File: src/rtl/uart_pkg.sv
// Shared definitions for the configurable UART transmitter: FSM state
// encoding, parity mode codes and elaboration defaults.
package uart_pkg;

    localparam int DATA_WIDTH_DEF = 8;
    localparam int DIV_WIDTH_DEF  = 13;

    localparam logic [1:0] PAR_NONE = 2'b00;
    localparam logic [1:0] PAR_EVEN = 2'b01;
    localparam logic [1:0] PAR_ODD  = 2'b10;

    typedef enum logic [2:0] {
        IDLE   = 3'd0,
        START  = 3'd1,
        DATA   = 3'd2,
        PARITY = 3'd3,
        STOP   = 3'd4
    } uart_state_e;

    // True when the mode code asks for a parity bit; 11 is reserved and
    // behaves like "none".
    function automatic logic parity_on(input logic [1:0] mode);
        logic on_s;
        case (mode)
            PAR_NONE: on_s = 1'b0;
            PAR_EVEN: on_s = 1'b1;
            PAR_ODD:  on_s = 1'b1;
            default:  on_s = 1'b0;
        endcase
        return on_s;
    endfunction

endpackage

File: src/rtl/uart_tx_cfg_if.sv
// Character handshake between the CPU-side TX register/FIFO (master)
// and the transmitter (slave).
interface uart_tx_cfg_if
    import uart_pkg::*;
#(
    parameter int DATA_WIDTH = DATA_WIDTH_DEF
) ();

    logic [DATA_WIDTH-1:0] tx_data;
    logic                  tx_valid;
    logic                  tx_ready;

    modport master (
        output tx_data,
        output tx_valid,
        input  tx_ready
    );

    modport slave (
        input  tx_data,
        input  tx_valid,
        output tx_ready
    );

endinterface

File: src/rtl/uart_baud_tick.sv
// Clocks-per-bit divisor counter. Counts 0..div-1 while enabled and
// flags the last count of each bit period; shared with the future RX.
module uart_baud_tick
    import uart_pkg::*;
#(
    parameter int DIV_WIDTH = DIV_WIDTH_DEF
) (
    input  logic                 clk,
    input  logic                 rst,
    input  logic                 clr,
    input  logic                 en,
    input  logic [DIV_WIDTH-1:0] div,
    output logic                 tick
);

    logic [DIV_WIDTH-1:0] cnt_r;
    logic                 wrap_s;

    // Last count of the bit period; div is always >= 2 here.
    always_comb begin
        wrap_s = (cnt_r == (div - DIV_WIDTH'(1)));
    end

    assign tick = en && wrap_s;

    // Divisor counter: cleared on reset or frame start, wraps at div-1.
    always_ff @(posedge clk) begin
        if (rst) begin
            cnt_r <= {DIV_WIDTH{1'b0}};
        end else if (clr) begin
            cnt_r <= {DIV_WIDTH{1'b0}};
        end else if (en) begin
            if (wrap_s) begin
                cnt_r <= {DIV_WIDTH{1'b0}};
            end else begin
                cnt_r <= cnt_r + DIV_WIDTH'(1);
            end
        end else begin
            cnt_r <= cnt_r;
        end
    end

endmodule

File: src/rtl/uart_tx_cfg.sv
// Configurable UART transmitter: elaboration-time character width,
// run-time divisor, parity and stop bits, valid/ready character input.
// The FSM runs one cycle ahead of the registered txd pin, so the line
// falls on the edge after the accept edge while busy/done track the FSM.
module uart_tx_cfg
    import uart_pkg::*;
#(
    parameter int DATA_WIDTH = DATA_WIDTH_DEF,
    parameter int DIV_WIDTH  = DIV_WIDTH_DEF
) (
    input  logic                 clk,
    input  logic                 rst,
    input  logic [DIV_WIDTH-1:0] clks_per_bit,
    input  logic [1:0]           parity_mode,
    input  logic                 stop_bits,
    uart_tx_cfg_if.slave         bus,
    output logic                 tx_busy,
    output logic                 tx_done,
    output logic                 txd
);

    localparam int            BW       = (DATA_WIDTH > 1) ? $clog2(DATA_WIDTH) : 1;
    localparam logic [BW-1:0] LAST_BIT = BW'(DATA_WIDTH - 1);

    // Parity bit for a character: even = XOR of data, odd = inverse.
    function automatic logic calc_parity(input logic [DATA_WIDTH-1:0] d,
                                         input logic [1:0]            mode);
        logic p_s;
        case (mode)
            PAR_EVEN: p_s = ^d;
            PAR_ODD:  p_s = ~(^d);
            default:  p_s = 1'b0;
        endcase
        return p_s;
    endfunction

    uart_state_e           state_r;
    uart_state_e           state_s;
    logic [DATA_WIDTH-1:0] shreg_r;
    logic [DIV_WIDTH-1:0]  div_r;
    logic [DIV_WIDTH-1:0]  div_clamped_s;
    logic                  par_en_r;
    logic                  par_bit_r;
    logic                  stop2_r;
    logic [BW-1:0]         bit_cnt_r;
    logic [BW-1:0]         bit_cnt_s;
    logic                  txd_s;
    logic                  ready_s;
    logic                  accept_s;
    logic                  baud_en_s;
    logic                  tick_s;
    logic                  txd_r;
    logic                  busy_r;
    logic                  done_r;

    // Handshake: ready only in IDLE and never while reset is held.
    always_comb begin
        ready_s       = (state_r == IDLE) && !rst;
        accept_s      = bus.tx_valid && ready_s;
        baud_en_s     = (state_r != IDLE);
        div_clamped_s = (clks_per_bit < DIV_WIDTH'(2)) ? DIV_WIDTH'(2) : clks_per_bit;
    end

    assign bus.tx_ready = ready_s;

    uart_baud_tick #(
        .DIV_WIDTH (DIV_WIDTH)
    ) u_baud (
        .clk  (clk),
        .rst  (rst),
        .clr  (accept_s),
        .en   (baud_en_s),
        .div  (div_r),
        .tick (tick_s)
    );

    // Next-state, bit counter and line level for the current state.
    always_comb begin
        state_s   = state_r;
        bit_cnt_s = bit_cnt_r;
        txd_s     = 1'b1;
        case (state_r)
            IDLE: begin
                txd_s     = 1'b1;
                bit_cnt_s = {BW{1'b0}};
                if (accept_s) begin
                    state_s = START;
                end else begin
                    state_s = IDLE;
                end
            end
            START: begin
                txd_s = 1'b0;
                if (tick_s) begin
                    state_s   = DATA;
                    bit_cnt_s = {BW{1'b0}};
                end else begin
                    state_s = START;
                end
            end
            DATA: begin
                txd_s = shreg_r[0];
                if (tick_s) begin
                    if (bit_cnt_r == LAST_BIT) begin
                        bit_cnt_s = {BW{1'b0}};
                        state_s   = par_en_r ? PARITY : STOP;
                    end else begin
                        bit_cnt_s = bit_cnt_r + BW'(1);
                        state_s   = DATA;
                    end
                end else begin
                    state_s = DATA;
                end
            end
            PARITY: begin
                txd_s = par_bit_r;
                if (tick_s) begin
                    state_s   = STOP;
                    bit_cnt_s = {BW{1'b0}};
                end else begin
                    state_s = PARITY;
                end
            end
            STOP: begin
                txd_s = 1'b1;
                if (tick_s) begin
                    if (stop2_r && (bit_cnt_r == {BW{1'b0}})) begin
                        bit_cnt_s = BW'(1);
                        state_s   = STOP;
                    end else begin
                        bit_cnt_s = {BW{1'b0}};
                        state_s   = IDLE;
                    end
                end else begin
                    state_s = STOP;
                end
            end
            default: begin
                state_s   = IDLE;
                bit_cnt_s = {BW{1'b0}};
                txd_s     = 1'b1;
            end
        endcase
    end

    // State and bit counter registers.
    always_ff @(posedge clk) begin
        if (rst) begin
            state_r   <= IDLE;
            bit_cnt_r <= {BW{1'b0}};
        end else begin
            state_r   <= state_s;
            bit_cnt_r <= bit_cnt_s;
        end
    end

    // Frame snapshot on accept; data shifts out LSB first at bit ends.
    always_ff @(posedge clk) begin
        if (rst) begin
            shreg_r   <= {DATA_WIDTH{1'b0}};
            div_r     <= {DIV_WIDTH{1'b0}};
            par_en_r  <= 1'b0;
            par_bit_r <= 1'b0;
            stop2_r   <= 1'b0;
        end else if (accept_s) begin
            shreg_r   <= bus.tx_data;
            div_r     <= div_clamped_s;
            par_en_r  <= parity_on(parity_mode);
            par_bit_r <= calc_parity(bus.tx_data, parity_mode);
            stop2_r   <= stop_bits;
        end else if ((state_r == DATA) && tick_s) begin
            shreg_r <= {1'b0, shreg_r[DATA_WIDTH-1:1]};
        end
    end

    // Registered outputs: line follows the FSM by one cycle, busy/done
    // are derived from the next state.
    always_ff @(posedge clk) begin
        if (rst) begin
            txd_r  <= 1'b1;
            busy_r <= 1'b0;
            done_r <= 1'b0;
        end else begin
            txd_r  <= txd_s;
            busy_r <= (state_s != IDLE);
            done_r <= (state_r == STOP) && (state_s == IDLE);
        end
    end

    assign txd     = txd_r;
    assign tx_busy = busy_r;
    assign tx_done = done_r;

endmodule

File: src/flat_wrapper.sv
// flat-port wrapper written by rule: the top's interface ports become plain ports
module uart_tx_cfg_flat import uart_pkg::*;
#(
    parameter int DATA_WIDTH = DATA_WIDTH_DEF,
    parameter int DIV_WIDTH  = DIV_WIDTH_DEF
)
  (clk, rst, clks_per_bit, parity_mode, stop_bits, tx_busy, tx_done, txd, bus_tx_data, bus_tx_valid, bus_tx_ready);
  uart_tx_cfg_if #(.DATA_WIDTH(DATA_WIDTH)) bus_i ();
  input  logic clk;
  input  logic rst;
  input  logic [DIV_WIDTH-1:0] clks_per_bit;
  input  logic [1:0] parity_mode;
  input  logic stop_bits;
  output logic tx_busy;
  output logic tx_done;
  output logic txd;
  input wire logic [$bits(bus_i.tx_data)-1:0] bus_tx_data;
  input wire logic [$bits(bus_i.tx_valid)-1:0] bus_tx_valid;
  output wire logic [$bits(bus_i.tx_ready)-1:0] bus_tx_ready;
  assign bus_i.tx_data = bus_tx_data;
  assign bus_i.tx_valid = bus_tx_valid;
  assign bus_tx_ready = bus_i.tx_ready;
  uart_tx_cfg #(.DATA_WIDTH(DATA_WIDTH), .DIV_WIDTH(DIV_WIDTH)) u_core (.clk(clk), .rst(rst), .clks_per_bit(clks_per_bit), .parity_mode(parity_mode), .stop_bits(stop_bits), .bus(bus_i), .tx_busy(tx_busy), .tx_done(tx_done), .txd(txd));
endmodule
File: config.mk
export PLATFORM = sky130hd
export DESIGN_NAME = uart_tx_cfg_flat
export DESIGN_NICKNAME = d
export VERILOG_FILES = /design/src/rtl/uart_pkg.sv /design/src/rtl/uart_tx_cfg_if.sv /design/src/rtl/uart_baud_tick.sv /design/src/rtl/uart_tx_cfg.sv /design/src/flat_wrapper.sv
export SDC_FILE = /design/constraint.sdc
export NUM_CORES = 1
export LEC_CHECK = 0
export ABC_AREA = 0
export CAP_MARGIN = 25
export CELL_PAD_IN_SITES_DETAIL_PLACEMENT = 0
export CELL_PAD_IN_SITES_GLOBAL_PLACEMENT = 1
export CORE_MARGIN = 8
export CORE_UTILIZATION = 30
export CTS_BUF_LIST = sky130_fd_sc_hd__clkbuf_8
export CTS_CLUSTER_SIZE = 30
export DETAILED_ROUTE_END_ITERATION = 7
export PLACE_DENSITY = 0.6
export SYNTH_ARGS = -nofsm -noshare
export SYNTH_HDL_FRONTEND = slang
export SYNTH_HIERARCHICAL = 1
export SYNTH_SLANG_ARGS = --single-unit
File: constraint.sdc
create_clock -name clk -period 4.75 [get_ports clk]
set_clock_uncertainty 0.2 [all_clocks]
set_input_delay 1.1875 -clock clk [delete_from_list [all_inputs] [get_ports clk]]
set_output_delay 1.1875 -clock clk [all_outputs]
set_load 0.05 [all_outputs]
==> impl_metrics.env <==
export IMPL_status="finished, final reports clean"
export IMPL_critPathLaunch="rst"
export IMPL_routedWlPerCell_um=13.7
export IMPL_drv_slew=0
export IMPL_reg2reg_from="u_core/div_r[0]"
export IMPL_syn2layout_area_growth_pct=18.6
export IMPL_cp_cell_sequence="clkdlybuf4s50_1 > nor4_1 > buf_12"
export IMPL_grt_max_degree=36
export IMPL_root_buffer="clkbuf_8"
export IMPL_max_stage_delay_ps=420
export IMPL_fillers=944
export IMPL_max_freq_mhz=281
export IMPL_powerDensity_nw_per_um2=281
export IMPL_ys_dominant_reg_cell="dfxtp_1"
export IMPL_holdBufCountCts=0
export IMPL_num_vias=2243
export IMPL_total_power_uw=880
export IMPL_grt_busiest_layer="met2"
export IMPL_via_per_inst=4.91
export IMPL_coreArea_um2=8640
export IMPL_cp_end_kind="output port"
export IMPL_r2r_cells=12
export IMPL_ios=31
export IMPL_clkLatencyLatePin_ps=290
export IMPL_cp_max_fo=2
export IMPL_grt_pass1_vias=2215
export IMPL_cts_buffers=5
export IMPL_slew_headroom=0.636
export IMPL_antenna_found_initial=0
export IMPL_yosysWarnings=6
export IMPL_drt_wl_total_um=6240
export IMPL_synthArstFlopShare=0
export IMPL_detail_route_antenna_nets=0
export IMPL_cts_tree="done"
export IMPL_hold_violations=0
export IMPL_nets=382
export IMPL_path_class="in2out"
export IMPL_syn_nets=359
export IMPL_min_path_type="reg2reg"
export IMPL_cts_sinks=46
export IMPL_synth_top_area_cell="dfxtp_1"
export IMPL_syn_instance_count=325
export IMPL_fp_row_count=34
export IMPL_hpwl_um=4630
export IMPL_post_route_period_util=0.749
export IMPL_syn_area_um2=2640
export IMPL_dieArea_um2=12100
export IMPL_cts_clk_slew_worst_paths_ps=80
export IMPL_p_leak_uw=0.00111
export IMPL_diodes=0
export IMPL_ys_types=51
export IMPL_fp_dieH_um=110
export IMPL_grtUsageMet3=0.0246
export IMPL_htree_num_levels=2
export IMPL_synth_edf_count=0
export IMPL_grt_pass1_wl_um=10600
export IMPL_period_needed_ps=3560
export IMPL_cts_resized=0
export IMPL_cp_slowest_cell="clkdlybuf4s50_1"
export IMPL_endpoint="bus_tx_ready"
export IMPL_cp_data_required_time_ps=3360
export IMPL_initial_core_util=0.306
export IMPL_maxCapViolCount=0
export IMPL_worst_setup_path_start_kind="primary input"
export IMPL_worst_r2r_setup_slack_ps=1420
export IMPL_synth_seq_cells=46
export IMPL_syn_avg_cell_area_um2=8.13
export IMPL_worstMarginPinSlew_ps=545
export IMPL_drt_initial_drc_count=61
export IMPL_tns_ps=0
export IMPL_gr_usage_met1=0.148
export IMPL_portBuffers=30
export IMPL_grt_setup_unrepaired="no"
export IMPL_reg2reg_to="u_core/shreg_r[6]"
export IMPL_cts_setup_buffers=0
export IMPL_worstPathArrival_ps=2170
export IMPL_ys_top_cells_by_area="dfxtp_1 35%, nand2_1 7.1%, xnor2_1 7.0%"
export IMPL_vdd_drop_max_mv=0.103
export IMPL_drive_above_1_share=0.0831
export IMPL_drc_errors=0
export IMPL_grt_util_met2=0.174
export IMPL_die_width_um=110
export IMPL_place_congestion=0.734
export IMPL_grt_overflow_total=0
export IMPL_ys_seq_area_frac=0.348
export IMPL_clock_path_buffers=2
export IMPL_finalSetupViolations=0
export IMPL_track_usage=0.110
export IMPL_drtPass1Iterations=4
export IMPL_synth_top_cell_area_share=0.348
[cells in the final DEF, fill, tap and decap left out, drive strengths merged, types with 2 or more instances in the layout]
| master | n |
|---|---|
| nand3b | 11 |
| and3 | 3 |
| nor4b | 2 |
| o21ai | 7 |
| nor3 | 10 |
| buf | 3 |
| nor3b | 4 |
| mux2i | 3 |
| clkdlybuf4s50 | 29 |
| xnor2 | 21 |
| or2 | 2 |
| nand2 | 50 |
| nand3 | 6 |
| or3 | 4 |
| nor2b | 2 |
| a22oi | 7 |
| a21oi | 22 |
| xor2 | 12 |
| o22ai | 2 |
| nor2 | 38 |
| clkbuf | 5 |
| nand4 | 9 |
| inv | 14 |
| dfxtp | 46 |
| a31oi | 3 |
| nor4 | 7 |
| a211oi | 5 |
| o2111ai | 2 |
| ha | 7 |
[how the worst min path moves through the flow]
stage / start / to / slack, ps / cells past startpoint
after floorplan: u_core/shreg_r[1] / u_core/shreg_r[1] / 240 / 2
after global placement: u_core/shreg_r[5] / u_core/shreg_r[5] / 240 / 2
after detailed placement: u_core/shreg_r[2] / u_core/shreg_r[2] / 250 / 2
after CTS: u_core/shreg_r[2] / u_core/shreg_r[2] / 260 / 2
after global routing: u_core/shreg_r[5] / u_core/shreg_r[5] / 280 / 2
final: u_core/shreg_r[2] / u_core/shreg_r[2] / 260 / 2
[power breakdown]
part,internal [µW],leakage [µW],switching (µW)
clock,153,0.0000607,133
sequential,401,0.000375,19.8
combinational,82.7,0.000674,90.4
total,637,0.00111,243
[final cells by class]
cell class	count	area [µm²]	area share
multi-input combinational	251	1600	0.511
sequential	46	921	0.294
timing repair buffer	32	325	0.104
tap	108	135	0.0431
clock buffer	5	68.8	0.0219
inverter	12	47.5	0.0152
clock inverter	3	37.5	0.0120
[logic make-up (layout without fill, tap and decap cells)]
logic type                 Yosys count  after routing  synth area share
adders and majority gates            8              8            0.0369
and+or+nand+nor                    152            152             0.307
buffers and inverters               28             52            0.0459
DFF                                 46             46             0.348
xor gates and xnor gates            33             33             0.109
AOI/OAI and AO/OA                   55             55             0.142
muxes                                3              3            0.0114
[flip-flops by register name, indices dropped and copies added (netlist names)]
register and count:
u_core/div_r 13, u_core/tx_done 1, u_core/tx_busy 1, u_core/par_en_r 1, u_core/u_baud/cnt_r 13, u_core/txd 1, u_core/bit_cnt_r 3, u_core/shreg_r 8
u_core/state_r 3, u_core/stop2_r 1, u_core/par_bit_r 1
[metrics by stage]
step	setup WS, ps	hold WS [ps]	area, µm²	utilization	std cells
4_1_cts	1170	260	3140	0.363	457
6_report	1190	258	3140	0.363	457
3_5_place_dp	1170	248	3030	0.351	449
2_1_floorplan	577	236	2640	-	325
5_1_grt	1110	276	3140	0.363	457
3_3_place_gp	1180	244	3030	0.351	449
[synthesized netlist by cell type (2+ instances only)]
| library cell | n |
|---|---|
| nand2_1 | 50 |
| dfxtp_1 | 46 |
| nor2_1 | 32 |
| a21oi_1 | 22 |
| xnor2_1 | 21 |
| xor2_1 | 12 |
| inv_1 | 11 |
| nand3b_1 | 11 |
| clkbuf_1 | 8 |
| nand4_1 | 8 |
| a22oi_1 | 7 |
| ha_1 | 7 |
| nor3_1 | 7 |
| nor4_1 | 7 |
| o21ai_0 | 7 |
| buf_2 | 5 |
| nand3_1 | 5 |
| nor3b_1 | 4 |
| a211oi_1 | 3 |
| a31oi_1 | 3 |
| and3_1 | 3 |
| mux2i_1 | 3 |
| nor2_2 | 3 |
| nor2_4 | 3 |
| nor3_2 | 3 |
| or3_1 | 3 |
| a211oi_2 | 2 |
| buf_4 | 2 |
| nor2b_1 | 2 |
| nor4b_1 | 2 |
| o2111ai_1 | 2 |
| or2_2 | 2 |
[metal layers]
metal,part of all wire,routed length [µm]
met4,0.0082,51
met5,0,0
met1,0.51,3180
met3,0.024,151
met2,0.46,2860
[critical path, delay by kind of cell]
family | cells | cell delay, ps
buffers and inverters | 2 | 620
and+or+nand+nor | 1 | 360
No activity file was read; power rests on OpenSTA's default activity.
